===== config.mk =====
export PLATFORM = sky130hd
export DESIGN_NAME = fetch_unit
export DESIGN_NICKNAME = d
export VERILOG_FILES = /design/src/rtl/fetch_unit.sv
export SDC_FILE = /design/constraint.sdc
export NUM_CORES = 1
export LEC_CHECK = 0
export ABC_AREA = 1
export CORE_MARGIN = 2
export CORE_UTILIZATION = 40
export CTS_CLUSTER_SIZE = 24
export DETAILED_ROUTE_END_ITERATION = 10
export GPL_ROUTABILITY_DRIVEN = 0
export PLACE_DENSITY = 0.71
export SYNTH_ARGS = -nofsm -noshare
export SYNTH_HDL_FRONTEND = slang
export SYNTH_SLANG_ARGS = --single-unit
export TNS_END_PERCENT = 20

===== constraint.sdc =====
create_clock -name clk -period 4.7 [get_ports clk]
set_input_delay 1.175 -clock clk [delete_from_list [all_inputs] [get_ports clk]]
set_output_delay 1.175 -clock clk [all_outputs]
set_load 0.01 [all_outputs]

===== src/rtl/fetch_unit.sv =====
// fetch_unit: instruction fetch stage feeding the decode controller.
//
// Holds the fetch PC, issues word requests to instruction memory over a
// valid/ready handshake and buffers returning words, in order, in a prefetch
// FIFO of DEPTH entries. The FIFO head goes to decode with its PC. A redirect
// flushes the FIFO and arranges for responses that are still in flight to be
// discarded.
//
// Optional feature: define FETCH_BYPASS_EN to let a response reach decode in
// the cycle it arrives when the FIFO is empty. Without it, decode sees only
// registered FIFO state.
//
// Ports:
//   clk, reset      single clock, synchronous active-high reset
//   imem_req_valid  fetch request valid
//   imem_req_ready  memory accepts the request this cycle
//   imem_addr       fetch address (word aligned)
//   imem_rsp_valid  response word valid (in request order, latency >= 1)
//   imem_rsp_data   response instruction word
//   redirect        taken branch/jump from execute
//   redirect_pc     new fetch PC (bits [1:0] ignored)
//   stall           decode cannot accept; hold output
//   instruction     word to decode (NOP when inst_valid = 0)
//   inst_pc         PC of instruction (0 when inst_valid = 0)
//   inst_valid      instruction/inst_pc valid
module fetch_unit #(
    parameter logic [31:0] RESET_PC = 32'h0000_0000,
    parameter int unsigned DEPTH    = 2
) (
    input  logic        clk,
    input  logic        reset,
    output logic        imem_req_valid,
    input  logic        imem_req_ready,
    output logic [31:0] imem_addr,
    input  logic        imem_rsp_valid,
    input  logic [31:0] imem_rsp_data,
    input  logic        redirect,
    input  logic [31:0] redirect_pc,
    input  logic        stall,
    output logic [31:0] instruction,
    output logic [31:0] inst_pc,
    output logic        inst_valid
);

    localparam int unsigned CW = $clog2(DEPTH + 1);
    localparam int unsigned PW = $clog2(DEPTH);
    localparam logic [31:0] NOP = 32'h0000_0013;

    logic [31:0]   pc_q, pc_d;
    logic [31:0]   fifo_pc_q   [DEPTH];
    logic [31:0]   fifo_word_q [DEPTH];
    logic [PW-1:0] head_q, head_d, tail_q, tail_d;
    logic [CW-1:0] count_q, count_d;
    // Request PCs of live (not-to-be-dropped) outstanding fetches.
    logic [31:0]   aq_pc_q [DEPTH];
    logic [PW-1:0] aq_head_q, aq_head_d, aq_tail_q, aq_tail_d;
    logic [CW-1:0] outstanding_q, outstanding_d;
    logic [CW-1:0] drop_q, drop_d;

    logic [CW:0] inflight;
    logic        accept, rsp_take, rsp_live, fifo_valid, bypass, push, pop;
    logic        unused_rpc;

    assign unused_rpc = ^redirect_pc[1:0];

    function automatic logic [PW-1:0] inc(input logic [PW-1:0] p);
        return (p == PW'(DEPTH - 1)) ? '0 : p + PW'(1);
    endfunction

    // Credits come from registered state only; a same-cycle pop frees nothing.
    assign inflight       = (CW+1)'(count_q) + (CW+1)'(outstanding_q);
    assign imem_req_valid = !reset && !redirect && (inflight < (CW+1)'(DEPTH));
    assign imem_addr      = reset ? RESET_PC : pc_q;
    assign accept         = imem_req_valid && imem_req_ready;

    // Responses with nothing outstanding are protocol violations; ignore them.
    assign rsp_take   = !reset && imem_rsp_valid && (outstanding_q != '0);
    assign rsp_live   = rsp_take && (drop_q == '0);
    assign fifo_valid = (count_q != '0);

`ifdef FETCH_BYPASS_EN
    assign bypass = !fifo_valid && rsp_live && !redirect;
`else
    assign bypass = 1'b0;
`endif

    always_comb begin
        inst_valid  = 1'b0;
        instruction = NOP;
        inst_pc     = 32'h0;
        if (!reset && fifo_valid) begin
            inst_valid  = 1'b1;
            instruction = fifo_word_q[head_q];
            inst_pc     = fifo_pc_q[head_q];
        end else if (!reset && bypass) begin
            inst_valid  = 1'b1;
            instruction = imem_rsp_data;
            inst_pc     = aq_pc_q[aq_head_q];
        end
    end

    assign pop  = !reset && fifo_valid && !stall;
    // A bypassed word that decode takes immediately never enters the FIFO.
    assign push = rsp_live && !redirect && !(bypass && !stall);

    always_comb begin
        outstanding_d = outstanding_q + CW'(accept) - CW'(rsp_take);
        pc_d          = accept ? pc_q + 32'd4 : pc_q;
        head_d        = pop ? inc(head_q) : head_q;
        tail_d        = push ? inc(tail_q) : tail_q;
        count_d       = count_q + CW'(push) - CW'(pop);
        aq_head_d     = (rsp_live && !redirect) ? inc(aq_head_q) : aq_head_q;
        aq_tail_d     = accept ? inc(aq_tail_q) : aq_tail_q;
        drop_d        = (rsp_take && drop_q != '0) ? drop_q - CW'(1) : drop_q;
        if (redirect) begin
            // Everything still in flight, minus a response landing now, gets dropped.
            pc_d      = {redirect_pc[31:2], 2'b00};
            head_d    = '0;
            tail_d    = '0;
            count_d   = '0;
            aq_head_d = '0;
            aq_tail_d = '0;
            drop_d    = outstanding_d;
        end
    end

    always_ff @(posedge clk) begin
        if (reset) begin
            pc_q          <= RESET_PC;
            head_q        <= '0;
            tail_q        <= '0;
            count_q       <= '0;
            aq_head_q     <= '0;
            aq_tail_q     <= '0;
            outstanding_q <= '0;
            drop_q        <= '0;
        end else begin
            pc_q          <= pc_d;
            head_q        <= head_d;
            tail_q        <= tail_d;
            count_q       <= count_d;
            aq_head_q     <= aq_head_d;
            aq_tail_q     <= aq_tail_d;
            outstanding_q <= outstanding_d;
            drop_q        <= drop_d;
        end
    end

    // Storage arrays need no reset; validity is carried by the pointers.
    always_ff @(posedge clk) begin
        if (push) begin
            fifo_pc_q[tail_q]   <= aq_pc_q[aq_head_q];
            fifo_word_q[tail_q] <= imem_rsp_data;
        end
        if (accept) begin
            aq_pc_q[aq_tail_q] <= pc_q;
        end
    end

endmodule


Word level (Yosys, flattened, before mapping). Memory sizes are Yosys's and may differ from the RTL's. A register that Yosys moved wholly into a read port is not among the register bits. Index checks and enable logic that the tools add are counted.

$add $sub $neg: 11. Order comparisons: 1. Mux-type cells: 22. Reductions and logical operators: 20.

Operators with widths (count): 32-bit two-way mux (5); 32-bit by 3-bit adder with 32-bit output (second input constant) (1); 1-bit two-way mux (15); 1-bit logical AND (10); 2-bit nonzero test (5); 1-bit adder (second input constant) (4); 2-bit by 1-bit adder with 2-bit output (2); 2-bit two-way mux (2); 2-bit by 1-bit subtractor with 2-bit output (2); 2-bit by 2-bit adder with 3-bit output (1); 1-bit logical NOT (3); 3-bit by 2-bit < comparator with 1-bit output (second input constant) (1); 2-bit logical NOT (1); 2-bit OR reduction (1); 2-bit by 1-bit subtractor with 2-bit output (second input constant) (1).

Flip-flop bits (word level): 42. Memory bits (writable): 192. Output and inout bits: 98. Logic and storage cells: 66. Memories: 3.

Memory list: aq_pc_q (depth 2, width 32, rd ports 1, clocked after Yosys merged registers in 1, write ports 1, RTL line 55) `logic [31:0] aq_pc_q [DEPTH];`; fifo_pc_q (depth 2, width 32, rd ports 1, clocked after Yosys merged registers in 1, write ports 1, RTL line 50) `logic [31:0] fifo_pc_q [DEPTH];`; fifo_word_q (depth 2, width 32, rd ports 1, clocked after Yosys merged registers in 1, write ports 1, RTL line 51) `logic [31:0] fifo_word_q [DEPTH];`.

Logic depth before layout (Yosys ltp). Gate-level depths: netlist of run 1.

Depth in word-level cells: 7. Gate-level depth with buffers: 14. Mapped depth without buffers: 14.

Least setup slack after synthesis of run 1. No wires, ideal clock.

Path type: in2reg. From: input imem_rsp_valid. To: memory fifo_pc_q[1][10], enable pin. Arrival time: 4140 ps. Setup slack: 76 ps. Stages on the path: 4. Path buffers: 0. Cell sequence: o21ai_0 nor2_1 nand2_1 nor2_1.

Longest elaborated chain between the ends: 6.

RTL lines: start: declaration (RTL line 35) `input logic imem_rsp_valid,`; 1-bit logical AND (2 in series) (RTL line 77) `assign rsp_take = !reset && imem_rsp_valid && (outstanding_q != '0);`; 1-bit logical AND (RTL line 78) `assign rsp_live = rsp_take && (drop_q == '0);`; 1-bit logical AND (RTL line 104) `assign push = rsp_live && !redirect && !(bypass && !stall);`; 1-bit two-way mux (RTL line 151) `if (push) begin`; 1-bit two-way mux (implied by the code) (RTL line 152) `fifo_pc_q[tail_q] <= aq_pc_q[aq_head_q];`; end: declaration (RTL line 50).

No other way between the ends.

Worst setup path in the final report of run 1.
From: input reset. To: output inst_pc[21].

Longest elaborated chain between the ends: 3.

RTL lines: start: declaration (RTL line 31) `input logic reset,`; 1-bit logical NOT (RTL line 91) `if (!reset && fifo_valid) begin`; 1-bit logical AND (RTL line 91); 32-bit two-way mux (RTL line 91); end: declaration (RTL line 41) `output logic [31:0] inst_pc,`.

No other way between the ends.

==> flow_summary.json, run 1 <==
{
  "status": "complete, no violations",
  "setup_viol": 0,
  "initial_core_util": 0.409,
  "worstMarginPinSlew_ns": 0.717,
  "drt-pass1-iter-count": 5,
  "r2r_cells": 7,
  "crit_arrival_ns": 2.93,
  "post_drt_wl_per_cell_um": 15.5,
  "drive_gt1_frac": 0.156,
  "drv_slew": 0,
  "postLayoutCoreUtil": 0.524,
  "cts-root-buf": "clkbuf_16",
  "finClkSkew_ns": 0.0135,
  "post-cts-setup-buffer-count": 0,
  "htreeDepth": 1,
  "die_w_um": 162,
  "io_pins": 168,
  "remaining_drc_errors": 0,
  "num_antenna_cells": 0,
  "worst_ir_drop_vdd_mv": 0.205,
  "yosys-top-cells-area": "edfxtp_1 (55%), mux2_2 (10%), dfxtp_1 (8.4%), nand2_1 (6.9%), inv_1 (5.1%)",
  "critPathBufInv": 6,
  "crit_family": "buffers and inverters",
  "syn_inst": 896,
  "crit_type": "in -> out",
  "synth_seq_cells": 226,
  "r2r-start": "count_q[0]",
  "ant_nets": 0,
  "min_path_cells": 1,
  "cts_tree": "built",
  "cts_buffers": 25,
  "layout.nets": 1144,
  "p_per_area_nw_per_um2": 343,
  "routed_wl_um": 21900,
  "ys_dominant_reg_cell": "edfxtp_1",
  "critPathMaxStageDelay_ns": 0.56,
  "fin_tns_setup_ns": 0,
  "yosysSeqAreaShare": 0.638,
  "num_vias": 6742,
  "synth_area_um2": 9980,
  "hp-class": "reg -> reg",
  "crit_top_cell": "inv_1",
  "drt_iter0_markers": 417,
  "finalCritPeriodShare": 0.874,
  "fin_cells": 1410,
  "yosysTopAreaCell": "edfxtp_1",
  "synth-edff-count": 184,
  "min_from": "head_q",
  "max_slew_margin": 0.521,
  "die_y_um": 162,
  "p_leak_nw": 4.90,
  "cts_resized": 0,
  "antenna_found_initial": 0,
  "end_kind": "output pin",
  "post-place-cells": 1364,
  "cts_sinks": 226,
  "slowest_stage": "clkdlybuf4s50_1",
  "place_hpwl_um": 14600,
  "port_buffers": 161,
  "yosysWarnings": 0,
  "ctsHoldBuffers": 0,
  "hold_violations": 0,
  "grt_max_degree": 60,
  "globalRouteOverflowTotal": 0,
  "grt_pass1_vias": 6576,
  "die_area_um2": 26200,
  "crit_path_max_fanout": 43,
  "core.rowCount": 57,
  "start_kind": "primary input",
  "netlist.area_leader.share": 0.554,
  "core-area_um2": 24400,
  "reg2reg_to": "aq_pc_q[1][30]",
  "synth-async-reset-ratio": 0,
  "final_cell_mix": "edfxtp_1 (184), nand2_1 (183), clkdlybuf4s50_1 (160)",
  "vias_per_cell": 4.78,
  "cap_violations": 0,
  "crit_required_ns": 3.52,
  "fmax_mhz": 243,
  "rsz0062_at_grt": "no",
  "r2r_slack_ns": 1.96,
  "fin_crit_ns": 4.11,
  "grtUsageTotal": 0.165,
  "crit_chain": "buf_2 -> inv_1 -> o21ai_0 -> inv_2 -> buf_4 -> nand2_1 -> inv_1 -> clkdlybuf4s50_1",
  "synthDistinctLibCells": 33,
  "path_clk_slew_ns": 0.06,
  "areaGrowthSynthToFinish_pct": 28.1,
  "syn_area_per_cell_um2": 11.1,
  "insertion_delay_ns": 0.52,
  "final_common_cell": "edfxtp_1",
  "cts_max_path_buffers": 3,
  "grt_pass1_wl_um": 34200
}
flip-flops by register name, indices dropped and copies added, names as in the netlist, 2 cells and up, named ones only:
signal,flops
fifo_word_q,64
outstanding_q,2
fifo_pc_q,60
pc_q,30
drop_q,2
aq_pc_q,60
count_q,2
layout make-up:
| cell class | instances | area [um2] |
|---|---|---|
| clock buffers | 36 | 717 |
| fillers | 2112 | 11600 |
| repair buffers | 173 | 1710 |
| multi-input cells | 502 | 2960 |
| clock inverters | 10 | 98.8 |
| inverters | 139 | 523 |
| well taps | 324 | 405 |
| flip-flops and latches | 226 | 6370 |
worst max-delay path by stage:
| stage | from | end | slack [ns] | cells after the start |
|---|---|---|---|---|
| final | reset | inst_pc[21] | 0.59 | 8 |
| after global routing | reset | inst_pc[21] | 0.43 | 8 |
| after CTS | reset | inst_pc[21] | 0.56 | 8 |
| after detailed placement | reset | inst_pc[21] | 0.55 | 8 |
| after global placement | reset | inst_pc[12] | 0.56 | 8 |
| after floorplan | imem_rsp_valid | fifo_pc_q[1][10] | 0.08 | 4 |
stage by stage:
stage | hold WS (ns) | area, um2 | setup WS, ns | power [W]
finish | 0.444 | 12800 | 0.593 | 0.00439
CTS | 0.445 | 12800 | 0.556 | 0.00443
global placement | 0.428 | 12000 | 0.562 | 0.00252
floorplan | 0.425 | 9990 | 0.0761 | 0.00240
global route | 0.464 | 12800 | 0.433 | 0.00455
detailed placement | 0.436 | 12000 | 0.553 | 0.00253
metal layers:
layer / track usage / share of wire
met5: 0 / 0
met4: 0.0519 / 0.021
met3: 0.0301 / 0.069
met2: 0.287 / 0.48
met1: 0.211 / 0.43
logic make-up (layout without fill, tap and decap cells):
family                     count (synthesis)  count (layout)  synth area share
buffers and inverters                    171             358            0.0684
xor gates and xnor gates                  11              11           0.00965
adders and majority gates                  7               7           0.00953
muxes                                     89              89             0.100
DFF                                      226             226             0.638
AOI/OAI and AO/OA                         70              70            0.0381
other                                      1               4          0.000376
and+or+nand+nor                          321             321             0.136
synthesized netlist by cell type, drive strengths merged, types with 2 or more instances:
| cell type | count |
|---|---|
| a32oi | 2 |
| nand3 | 37 |
| nand4 | 2 |
| mux2 | 89 |
| xor2 | 10 |
| inv | 138 |
| o211ai | 4 |
| nor3 | 5 |
| o21ai | 29 |
| a21oi | 26 |
| dfxtp | 42 |
| edfxtp | 184 |
| a31oi | 8 |
| nand2 | 189 |
| clkbuf | 14 |
| or2 | 2 |
| buf | 18 |
| ha | 6 |
| nor2 | 85 |
worst reg2reg max path, stage by stage (launching register included):
cell and delay (ns):
dfxtp_1 0.36, nand2_1 0.06, inv_1 0.06, fa_1 0.41
nor2_1 0.26, nand3_4 0.23, nor2_2 0.62, buf_4 0.40
power by group:
| part | total [W] | internal (W) | switching (W) |
|---|---|---|---|
| Sequential | 0.00224 | 0.00220 | 0.0000361 |
| Clock | 0.00190 | 0.00112 | 0.000775 |
| Combinational | 0.000252 | 0.000120 | 0.000132 |
| Total | 0.00439 | 0.00345 | 0.000943 |
No activity file was read; power rests on OpenSTA's default activity.
==> run 2: changes to the inputs <==
CAP_MARGIN = 10   (was not set)
CORE_UTILIZATION = 48   (was 40)
PLACE_DENSITY = 0.82   (was 0.71)
==> flow_summary.json, run 2 (synthesized netlist as in run 1, its figures left out) <==
{
  "status": "complete, no violations",
  "setup_viol": 0,
  "path_clk_slew_ns": 0.06,
  "max_slew_margin": 0.562,
  "crit_family": "buffers and inverters",
  "p_leak_nw": 4.83,
  "slowest_stage": "clkdlybuf4s50_1",
  "vias_per_cell": 4.99,
  "hp-class": "reg -> reg",
  "seqPwrFrac": 0.544,
  "cap_violations": 0,
  "areaGrowthSynthToFinish_pct": 26.0,
  "fmax_mhz": 239,
  "ant_nets": 0,
  "p_per_area_nw_per_um2": 327,
  "power_frac_comb": 0.061,
  "insertion_delay_ns": 0.50,
  "finalCritPeriodShare": 0.891,
  "antenna_found_initial": 0,
  "post-cts-setup-buffer-count": 0,
  "rsz0062_at_grt": "no",
  "num_antenna_cells": 0,
  "die_w_um": 148,
  "crit_required_ns": 3.52,
  "place_hpwl_um": 14100,
  "die_y_um": 148,
  "largest_reg_flops": 64,
  "final_cell_mix": "edfxtp_1 (184), nand2_1 (183), clkdlybuf4s50_1 (160)",
  "switching_share": 0.213,
  "reg_top3": "fifo_word_q: 64 flops, aq_pc_q: 60 flops, fifo_pc_q: 60 flops",
  "critPathBufInv": 6,
  "remaining_drc_errors": 0,
  "globalRouteOverflowTotal": 0,
  "multi_input_area_um2": 2960,
  "final_common_cell": "edfxtp_1",
  "cts_sinks": 226,
  "hold_violations": 0,
  "layout.nets": 1139,
  "place_ws_ns": 0.489,
  "num_vias": 6730,
  "grt_pass1_vias": 6581,
  "core-area_um2": 20300,
  "io_pins": 168,
  "grt_max_degree": 66,
  "crit_path_max_fanout": 45,
  "cts_max_path_buffers": 3,
  "worst_ir_drop_vdd_mv": 0.203,
  "crit_top_cell": "inv_1",
  "drt-pass1-iter-count": 5,
  "routed_wl_um": 21200,
  "clockPowerShare": 0.395,
  "htreeDepth": 1,
  "fin_tns_setup_ns": 0,
  "grtUsageTotal": 0.190,
  "fin_cells": 1348,
  "port_buffers": 161,
  "cts_buffers": 23,
  "start_kind": "primary input",
  "fin_crit_ns": 4.19,
  "ctsHoldBuffers": 0,
  "p_int_w": 0.00324,
  "crit_chain": "buf_2 -> inv_1 -> o21ai_0 -> inv_2 -> buf_12 -> nand2_1 -> inv_1 -> clkdlybuf4s50_1",
  "seqCellArea_um2": 6370,
  "crit_arrival_ns": 3.01,
  "end_kind": "output pin",
  "cts_resized": 0,
  "finClkSkew_ns": 0.0132,
  "switching_power_w": 0.000876,
  "post_drt_wl_per_cell_um": 15.7,
  "critPathMaxStageDelay_ns": 0.57,
  "drt_iter0_markers": 412,
  "fin_ws_ns": 0.511,
  "cts-root-buf": "clkbuf_16",
  "core.rowCount": 52,
  "crit_type": "in -> out",
  "die_area_um2": 22000,
  "drive_gt1_frac": 0.147,
  "fill_cells": 1582,
  "grt_pass1_wl_um": 33000,
  "regMostFlops": "fifo_word_q",
  "post-place-cells": 1307,
  "initial_core_util": 0.492,
  "power_w": 0.00412,
  "drv_slew": 0,
  "worstMarginPinSlew_ns": 0.656,
  "cts_tree": "built"
}
[run 2: area by class of cell]
class,instances,share of cell area
Inverter,139,0.0416
Clock inverter,9,0.00348
Tap cell,270,0.0269
Sequential cell,226,0.506
Multi-Input combinational cell,502,0.236
Clock buffer,32,0.0492
Timing Repair Buffer,170,0.137
[run 2: power groups by stage]
| stage | clock network (W) | logic, W | registers (W) |
|---|---|---|---|
| floorplan | 0 | 0.000128 | 0.00227 |
| global placement | 0 | 0.000242 | 0.00228 |
| detailed placement | 0 | 0.000249 | 0.00228 |
| CTS | 0.00166 | 0.000252 | 0.00224 |
| global route | 0.00174 | 0.000275 | 0.00224 |
| finish | 0.00163 | 0.000251 | 0.00224 |
[run 2: stage by stage]
| stage | instance area, um2 | hold WS (ns) | utilization |
|---|---|---|---|
| finish | 12600 | 0.457 | 0.620 |
| global route | 12600 | 0.477 | 0.620 |
| CTS | 12600 | 0.454 | 0.620 |
| detailed placement | 11900 | 0.432 | 0.587 |
| global placement | 11900 | 0.427 | 0.587 |
| floorplan | 9990 | 0.425 | - |
[run 2: routing by layer]
| layer | wire length (um) | track usage |
|---|---|---|
| met1 | 8740 | 0.240 |
| met5 | 0 | 0 |
| met3 | 1550 | 0.0319 |
| met2 | 10500 | 0.337 |
| met4 | 369 | 0.0548 |
[run 2: path summary, 6_finish.rpt]
kind                  to  slack, ns  depth (start not counted)             start
max          inst_pc[17]       0.51                          8             reset
min            flip-flop       0.46                          1            head_q
min reg2reg    flip-flop       0.46                          1            head_q
max reg2reg    drop_q[1]       2.09                         14  outstanding_q[0]
==> run 3: changes to the inputs <==
GPL_ROUTABILITY_DRIVEN = not set   (was 0)
==> results of run 3 <==
No change in the layout: final DEF, timing and power equal those of run 2.
